--- src/rtl/exu_pkg.sv ---
// Shared definitions for the EXU issue/sequencing controller.
//   - EXU unit select codes, MDU/FPU op codes that affect latency
//   - controller state encoding
//   - lat_sel: fixed latency of a multi-cycle op
//   - maxLat:  largest of the four latencies (sizes the latency counter)
package exu_pkg;

    localparam logic [1:0] EXU_ALU = 2'b00;
    localparam logic [1:0] EXU_MDU = 2'b01;
    localparam logic [1:0] EXU_FPU = 2'b10;

    localparam logic       MDU_MUL = 1'b0;
    localparam logic       MDU_DIV = 1'b1;

    localparam logic [2:0] FPU_DIV  = 3'b011;
    localparam logic [2:0] FPU_SQRT = 3'b110;

    typedef enum logic [1:0] {
        ST_IDLE   = 2'd0,
        ST_BUSY   = 2'd1,
        ST_WB     = 2'd2,
        ST_HALTED = 2'd3
    } exuState_t;

    // Latency of a multi-cycle op; ALU codes return 1 but are never loaded.
    function automatic int lat_sel(input logic [1:0] exuOp, input logic mduOp,
                                   input logic [2:0] fpuOp, input int mulLat,
                                   input int divLat, input int fpuLat, input int fdivLat);
        int lat;
        lat = 1;
        if (exuOp == EXU_MDU) begin
            lat = (mduOp == MDU_DIV) ? divLat : mulLat;
        end else if (exuOp == EXU_FPU) begin
            lat = (fpuOp == FPU_DIV || fpuOp == FPU_SQRT) ? fdivLat : fpuLat;
        end
        return lat;
    endfunction

    function automatic int maxLat(input int a, input int b, input int c, input int d);
        int m;
        m = a;
        if (b > m) m = b;
        if (c > m) m = c;
        if (d > m) m = d;
        return m;
    endfunction

endpackage

--- src/rtl/exu_lat_counter.sv ---
// Loadable down-counter used to time a pending multi-cycle op.
// Ports:
//   iClk, iRst   clock, synchronous active-high reset (count -> 0)
//   iLoad        load iLoadVal (has priority over decrement)
//   iLoadVal     value to load
//   iDec         decrement request; ignored once the count is zero
//   oCnt         current count
//   oZero        count is zero
module exu_lat_counter #(
    parameter int W = 4
) (
    input  logic         iClk,
    input  logic         iRst,
    input  logic         iLoad,
    input  logic [W-1:0] iLoadVal,
    input  logic         iDec,
    output logic [W-1:0] oCnt,
    output logic         oZero
);

    always_ff @(posedge iClk) begin
        if (iRst) begin
            oCnt <= '0;
        end else if (iLoad) begin
            oCnt <= iLoadVal;
        end else if (iDec && (oCnt != '0)) begin
            oCnt <= oCnt - W'(1);
        end
    end

    assign oZero = (oCnt == '0);

endmodule

--- src/rtl/exu_issue_ctrl.sv ---
// Issue/sequencing controller between the decoder and the EXU.
// Starts multi-cycle MDU/FPU ops, times their fixed latency, owns the
// regfile write port in the completion cycle, stalls decode on hazards
// against the single pending destination and on port conflicts, and
// handles HALT (drain pending op, then freeze until reset).
// Ports:
//   iClk, iRst                 clock, synchronous active-high reset
//   iValid                     decoded instruction present
//   iExuOp, iMduOp, iFpuOp     unit select and op codes
//   iHalt                      instruction is HALT
//   iEnRead0/1, iAddrRead0/1   source operands
//   iEnWrite, iAddrWrite       destination
//   oIssue, oStall             accept / hold decode (combinational)
//   oMduStart, oFpuStart       start pulses (combinational)
//   oWbSel, oWbEn, oWbAddr     multi-cycle writeback control (registered)
//   oBusy                      multi-cycle op pending
//   oHalted                    halt reached (registered)
module exu_issue_ctrl
    import exu_pkg::*;
#(
    parameter int MUL_LAT  = 3,
    parameter int DIV_LAT  = 16,
    parameter int FPU_LAT  = 4,
    parameter int FDIV_LAT = 12
) (
    input  logic       iClk,
    input  logic       iRst,
    input  logic       iValid,
    input  logic [1:0] iExuOp,
    input  logic       iMduOp,
    input  logic [2:0] iFpuOp,
    input  logic       iHalt,
    input  logic       iEnRead0,
    input  logic [4:0] iAddrRead0,
    input  logic       iEnRead1,
    input  logic [4:0] iAddrRead1,
    input  logic       iEnWrite,
    input  logic [4:0] iAddrWrite,
    output logic       oIssue,
    output logic       oStall,
    output logic       oMduStart,
    output logic       oFpuStart,
    output logic       oWbSel,
    output logic       oWbEn,
    output logic [4:0] oWbAddr,
    output logic       oBusy,
    output logic       oHalted
);

    localparam int MAX_LAT = maxLat(MUL_LAT, DIV_LAT, FPU_LAT, FDIV_LAT);
    localparam int CNT_W   = (MAX_LAT > 2) ? $clog2(MAX_LAT) : 1;

    exuState_t  state, stateNext;
    logic [4:0] pendDst;
    logic       pendEn;
    logic       pendValid;
    logic       isMdu, isFpu, isMulti, isAlu;
    logic       hazard, stallCause, issue, loadCnt;
    logic [CNT_W-1:0] cnt, cntLoadVal;
    logic       cntZero;
    int         latNow;

    // HALT takes precedence over whatever unit code accompanies it.
    assign isMdu   = ~iHalt & (iExuOp == EXU_MDU);
    assign isFpu   = ~iHalt & (iExuOp == EXU_FPU);
    assign isMulti = isMdu | isFpu;
    assign isAlu   = ~iHalt & ~isMulti;

    assign pendValid = (state == ST_BUSY) || (state == ST_WB);

    assign hazard = pendValid & pendEn &
                    ((iEnRead0 & (iAddrRead0 == pendDst)) |
                     (iEnRead1 & (iAddrRead1 == pendDst)) |
                     (iEnWrite & (iAddrWrite == pendDst)));

    // The WB cycle owns the regfile write port, so a writing ALU op must wait.
    assign stallCause = hazard
                      | (isMulti & (state == ST_BUSY))
                      | (isAlu & iEnWrite & (state == ST_WB))
                      | (iHalt & pendValid)
                      | (state == ST_HALTED);

    assign issue     = iValid & ~stallCause & ~iRst;
    assign oIssue    = issue;
    assign oStall    = ~iRst & ((iValid & ~issue) | oHalted);
    assign oMduStart = issue & isMdu;
    assign oFpuStart = issue & isFpu;
    assign oBusy     = pendValid;

    assign loadCnt = issue & isMulti;

    // Counter holds L-2 at the first BUSY cycle so WB lands exactly L cycles after start.
    assign latNow     = lat_sel(iExuOp, iMduOp, iFpuOp, MUL_LAT, DIV_LAT, FPU_LAT, FDIV_LAT);
    assign cntLoadVal = CNT_W'(latNow - 2);

    exu_lat_counter #(.W(CNT_W)) uLatCounter (
        .iClk     (iClk),
        .iRst     (iRst),
        .iLoad    (loadCnt),
        .iLoadVal (cntLoadVal),
        .iDec     (state == ST_BUSY),
        .oCnt     (cnt),
        .oZero    (cntZero)
    );

    always_comb begin
        stateNext = state;
        unique case (state)
            ST_IDLE, ST_WB: begin
                if (loadCnt) begin
                    stateNext = ST_BUSY;
                end else if (issue & iHalt) begin
                    stateNext = ST_HALTED;
                end else begin
                    stateNext = ST_IDLE;
                end
            end
            ST_BUSY: begin
                if (cntZero) stateNext = ST_WB;
            end
            ST_HALTED: stateNext = ST_HALTED;
            default:   stateNext = ST_IDLE;
        endcase
    end

    always_ff @(posedge iClk) begin
        if (iRst) begin
            state   <= ST_IDLE;
            pendDst <= '0;
            pendEn  <= 1'b0;
            oWbSel  <= 1'b0;
            oWbEn   <= 1'b0;
            oWbAddr <= '0;
            oHalted <= 1'b0;
        end else begin
            state <= stateNext;
            if (loadCnt) begin
                pendDst <= iAddrWrite;
                pendEn  <= iEnWrite;
            end
            // Writeback controls are registered so they are valid for the whole WB cycle.
            oWbSel  <= (stateNext == ST_WB);
            oWbEn   <= (stateNext == ST_WB) & pendEn;
            oWbAddr <= (stateNext == ST_WB) ? pendDst : 5'd0;
            oHalted <= (stateNext == ST_HALTED);
        end
    end

endmodule
--- config.mk ---
export PLATFORM = sky130hd
export DESIGN_NAME = exu_issue_ctrl
export DESIGN_NICKNAME = d
export VERILOG_FILES = /design/src/rtl/exu_pkg.sv /design/src/rtl/exu_lat_counter.sv /design/src/rtl/exu_issue_ctrl.sv
export SDC_FILE = /design/constraint.sdc
export NUM_CORES = 1
export LEC_CHECK = 0
export ABC_AREA = 0
export BUFFER_PORTS_ARGS = -buffer_cell sky130_fd_sc_hd__buf_4
export CAP_MARGIN = 20
export CELL_PAD_IN_SITES_DETAIL_PLACEMENT = 0
export CELL_PAD_IN_SITES_GLOBAL_PLACEMENT = 2
export CORE_MARGIN = 2
export CORE_UTILIZATION = 29
export DETAILED_ROUTE_END_ITERATION = 10
export GPL_ROUTABILITY_DRIVEN = 0
export PLACE_DENSITY_LB_ADDON = 0.3
export SLEW_MARGIN = 40
export SYNTH_ARGS = -nofsm -noshare
export SYNTH_HDL_FRONTEND = slang
export SYNTH_HIERARCHICAL = 1
export SYNTH_SLANG_ARGS = --single-unit
--- constraint.sdc ---
create_clock -name iClk -period 3.3 [get_ports iClk]
set_clock_uncertainty 0.15 [all_clocks]
set_input_delay 0.66 -clock iClk [delete_from_list [all_inputs] [get_ports iClk]]
set_output_delay 0.66 -clock iClk [all_outputs]
set_load 0.03 [all_outputs]
==> reports/results.ini <==
[outcome]
status=completed

[worst_setup_path]
setup.worst_path.start_class=register
path_delay_family=simple AND/OR/NAND/NOR gates
slowest_delay_ns=0.36
r2r_end=uLatCounter/oCnt[1]
crit_buf_inv=2
cp_max_fo=10
crit_path_end_kind=output port
cp.arrival_ns=2.28
cp_slowest_cell=dfxtp_1
path_cells=inv_1 > ha_1 > nor2b_1 > nand3_1 > o22a_2 > and4b_1 > nor3_1 > buf_4
required_ns=2.49
r2r_start=state[1]
path_class=reg -> out
rr_worst_depth=7
r2r_slack_ns=0.75

[final_layout]
final_util_pct=39.73
syn_to_final_growth_pct=33.17
drive_gt1_share_pct=33.16
nets=220
design_area_um2=1718
multi_input_area_um2=832.0
regArea_um2=400.4
antenna_cells=0
fillers=462
final_cells=239

[power]
power_density_nw_per_um2=367.4
ir_worst_vdd_uv=132.9
leakage_uw=0.0006552

[clock_tree]
clockBufferDepth=2
cts_buffers=3
root_buffer=clkbuf_8
cts_tree=done
clock_latency_ns=0.26
htree_levels=1
path_clk_slew_ns=0.08
clkSinkCount=20

[timing]
slew_viol_final=0
rsz0062_at_grt=no
period_needed_ns=3.088
finalHoldViolations=0
setup_tns_ns=0
finalCritPeriodShare_pct=93.58
slew_headroom_pct=69.87
worst_pin_slew_ns=0.4520
fmax_ghz=0.3238
finalSetupViolations=0

[logic_synthesis]
ys_types=41
syn-num-nets=177
yosys_warnings=6
ys.flop_type=dfxtp_1
syn-cell-area_um2=1290
yosysSeqAreaShare_pct=31.04
async_flop_share_pct=0
ys_seq_elements=20
synth_area_per_cell_um2=8.896
synth-edff-count=0
netlist_instances=145

[route]
wl_per_cell_um=13.63
first_pass_iters=4
drc=0
ant_nets=0
vias=1182
drt_iter0_drc=58
wl_um=3258
vias_per_cell=4.946

[grt]
grt_max_degree=17
grt_usage_pct=12.88
grt_antenna_before_repair=0
grt_pass1_vias=1235
grt_pass1_wl_um=5271
grt_overflow=0

[min_path]
hold_end=pendEn
min_path_type=reg -> reg
worstHoldStart=pendEn
min_path_cells=2

[floorplan]
fp.dieW_um=70.70
dieArea_um2=4998
die_h_um=70.70
rows=24
start_util_pct=29.83
core_um2=4324
boundaryPins=41

[placement]
hpwl_um=2535
io_buffers=40
placed_cell_area_um2=1645
dp_cells=235

[run]
max_cap_violations=0

-- final cells by class --
cell class	count	share of cell area (%)
clock buffer	3	2.403
sequential	20	23.31
timing repair buffer	41	17.92
tap	52	3.787
clock inverter	1	1.748
multi-input combinational	111	48.43
inverter	11	2.403
-- sequential cells by signal, summed over array words and instances (netlist names) --
register          flops
pendDst               5
oWbEn                 1
oWbSel                1
oHalted               1
state                 2
uLatCounter/oCnt      4
pendEn                1
oWbAddr               5
-- tightest hold or removal path: stages (launching register included) --
cell	delay (ns)
dfxtp_1	0.33
o21ai_0	0.08
a21oi_1	0.07
-- Yosys cell counts, types with 2 or more instances --
master,n,area (µm²)
nor3b_2,6,75.07
nand2_1,7,26.28
nand3_1,10,50.05
a311oi_1,2,17.52
xor2_1,5,43.79
dfxtp_1,20,400.4
nor2b_1,3,18.77
mux2i_1,2,20.02
nor3_1,4,20.02
o21ai_0,7,35.03
ha_1,4,50.05
nand4_1,3,18.77
inv_1,11,41.29
nand2b_1,2,12.51
xnor2_1,12,105.1
or3b_4,2,22.52
a21oi_1,10,50.05
buf_2,2,10.01
nor2_1,11,41.29
-- layout by cell type, fill, tap and decap left out, types with 2 or more instances in the layout --
cell type,instances
or3b_4,2
ha_1,4
dfxtp_1,20
nand3_1,10
xnor2_1,12
clkbuf_8,3
buf_4,41
nor2_1,11
inv_1,11
mux2i_1,2
nor3b_2,6
nand2_1,7
nand4_1,3
o21ai_0,7
nor2b_1,3
a21oi_1,10
nor3_1,4
nand2b_1,2
a311oi_1,2
xor2_1,5
-- how the worst max path moves through the flow --
stage	start	to	slack (ns)	cells past startpoint
after floorplan	state[0]	oStall	0.29	8
after global routing	state[0]	oStall	0.02	8
after CTS	state[0]	oStall	0.13	8
after global placement	iAddrRead0[3]	oStall	0.39	7
final	state[0]	oStall	0.21	8
after detailed placement	iAddrRead0[3]	oStall	0.38	7
-- report_power, final --
| part | internal, µW | switching (µW) | total [µW] | leakage, µW |
|---|---|---|---|---|
| clock | 162 | 82.2 | 244 | 0.0000357 |
| combinational | 61.9 | 69.7 | 132 | 0.000458 |
| sequential | 249 | 6.95 | 256 | 0.000162 |
-- layer usage --
metal / track usage, % / wire (µm) / up-vias
met3: 2.564 / 189 / 2
li1: - / - / 596
met1: 15.20 / 1444 / 552
met5: 0 / 0 / -
met2: 23.57 / 1605 / 32
met4: 3.564 / 18 / 0
-- cell families after synthesis --
logic type,count (synthesis),share of synthesized area [%]
buffers and inverters,14,4.559
muxes,2,1.552
DFF,20,31.04
adders and majority gates,4,3.880
xor gates and xnor gates,17,11.54
AOI/OAI and AO/OA,33,18.72
and+or+nand+nor,55,28.71
-- stage by stage --
step | total power, µW | hold WS, ns | worst slack (ns)
2_1_floorplan | 340.8 | 0.3065 | 0.2896
3_3_place_gp | 391.6 | 0.3666 | 0.3855
3_5_place_dp | 394.0 | 0.3630 | 0.3781
4_1_cts | 642.1 | 0.3764 | 0.1308
5_1_grt | 664.1 | 0.3913 | 0.02397
6_report | 631.1 | 0.3685 | 0.2120
-- timing repair --
action	in CTS	in global routing
buffers inserted	0	0
hold buffers	0	0
gates resized for setup	0	1
endpoints found under the setup margin	0	1
No activity file was read; power rests on OpenSTA's default activity.
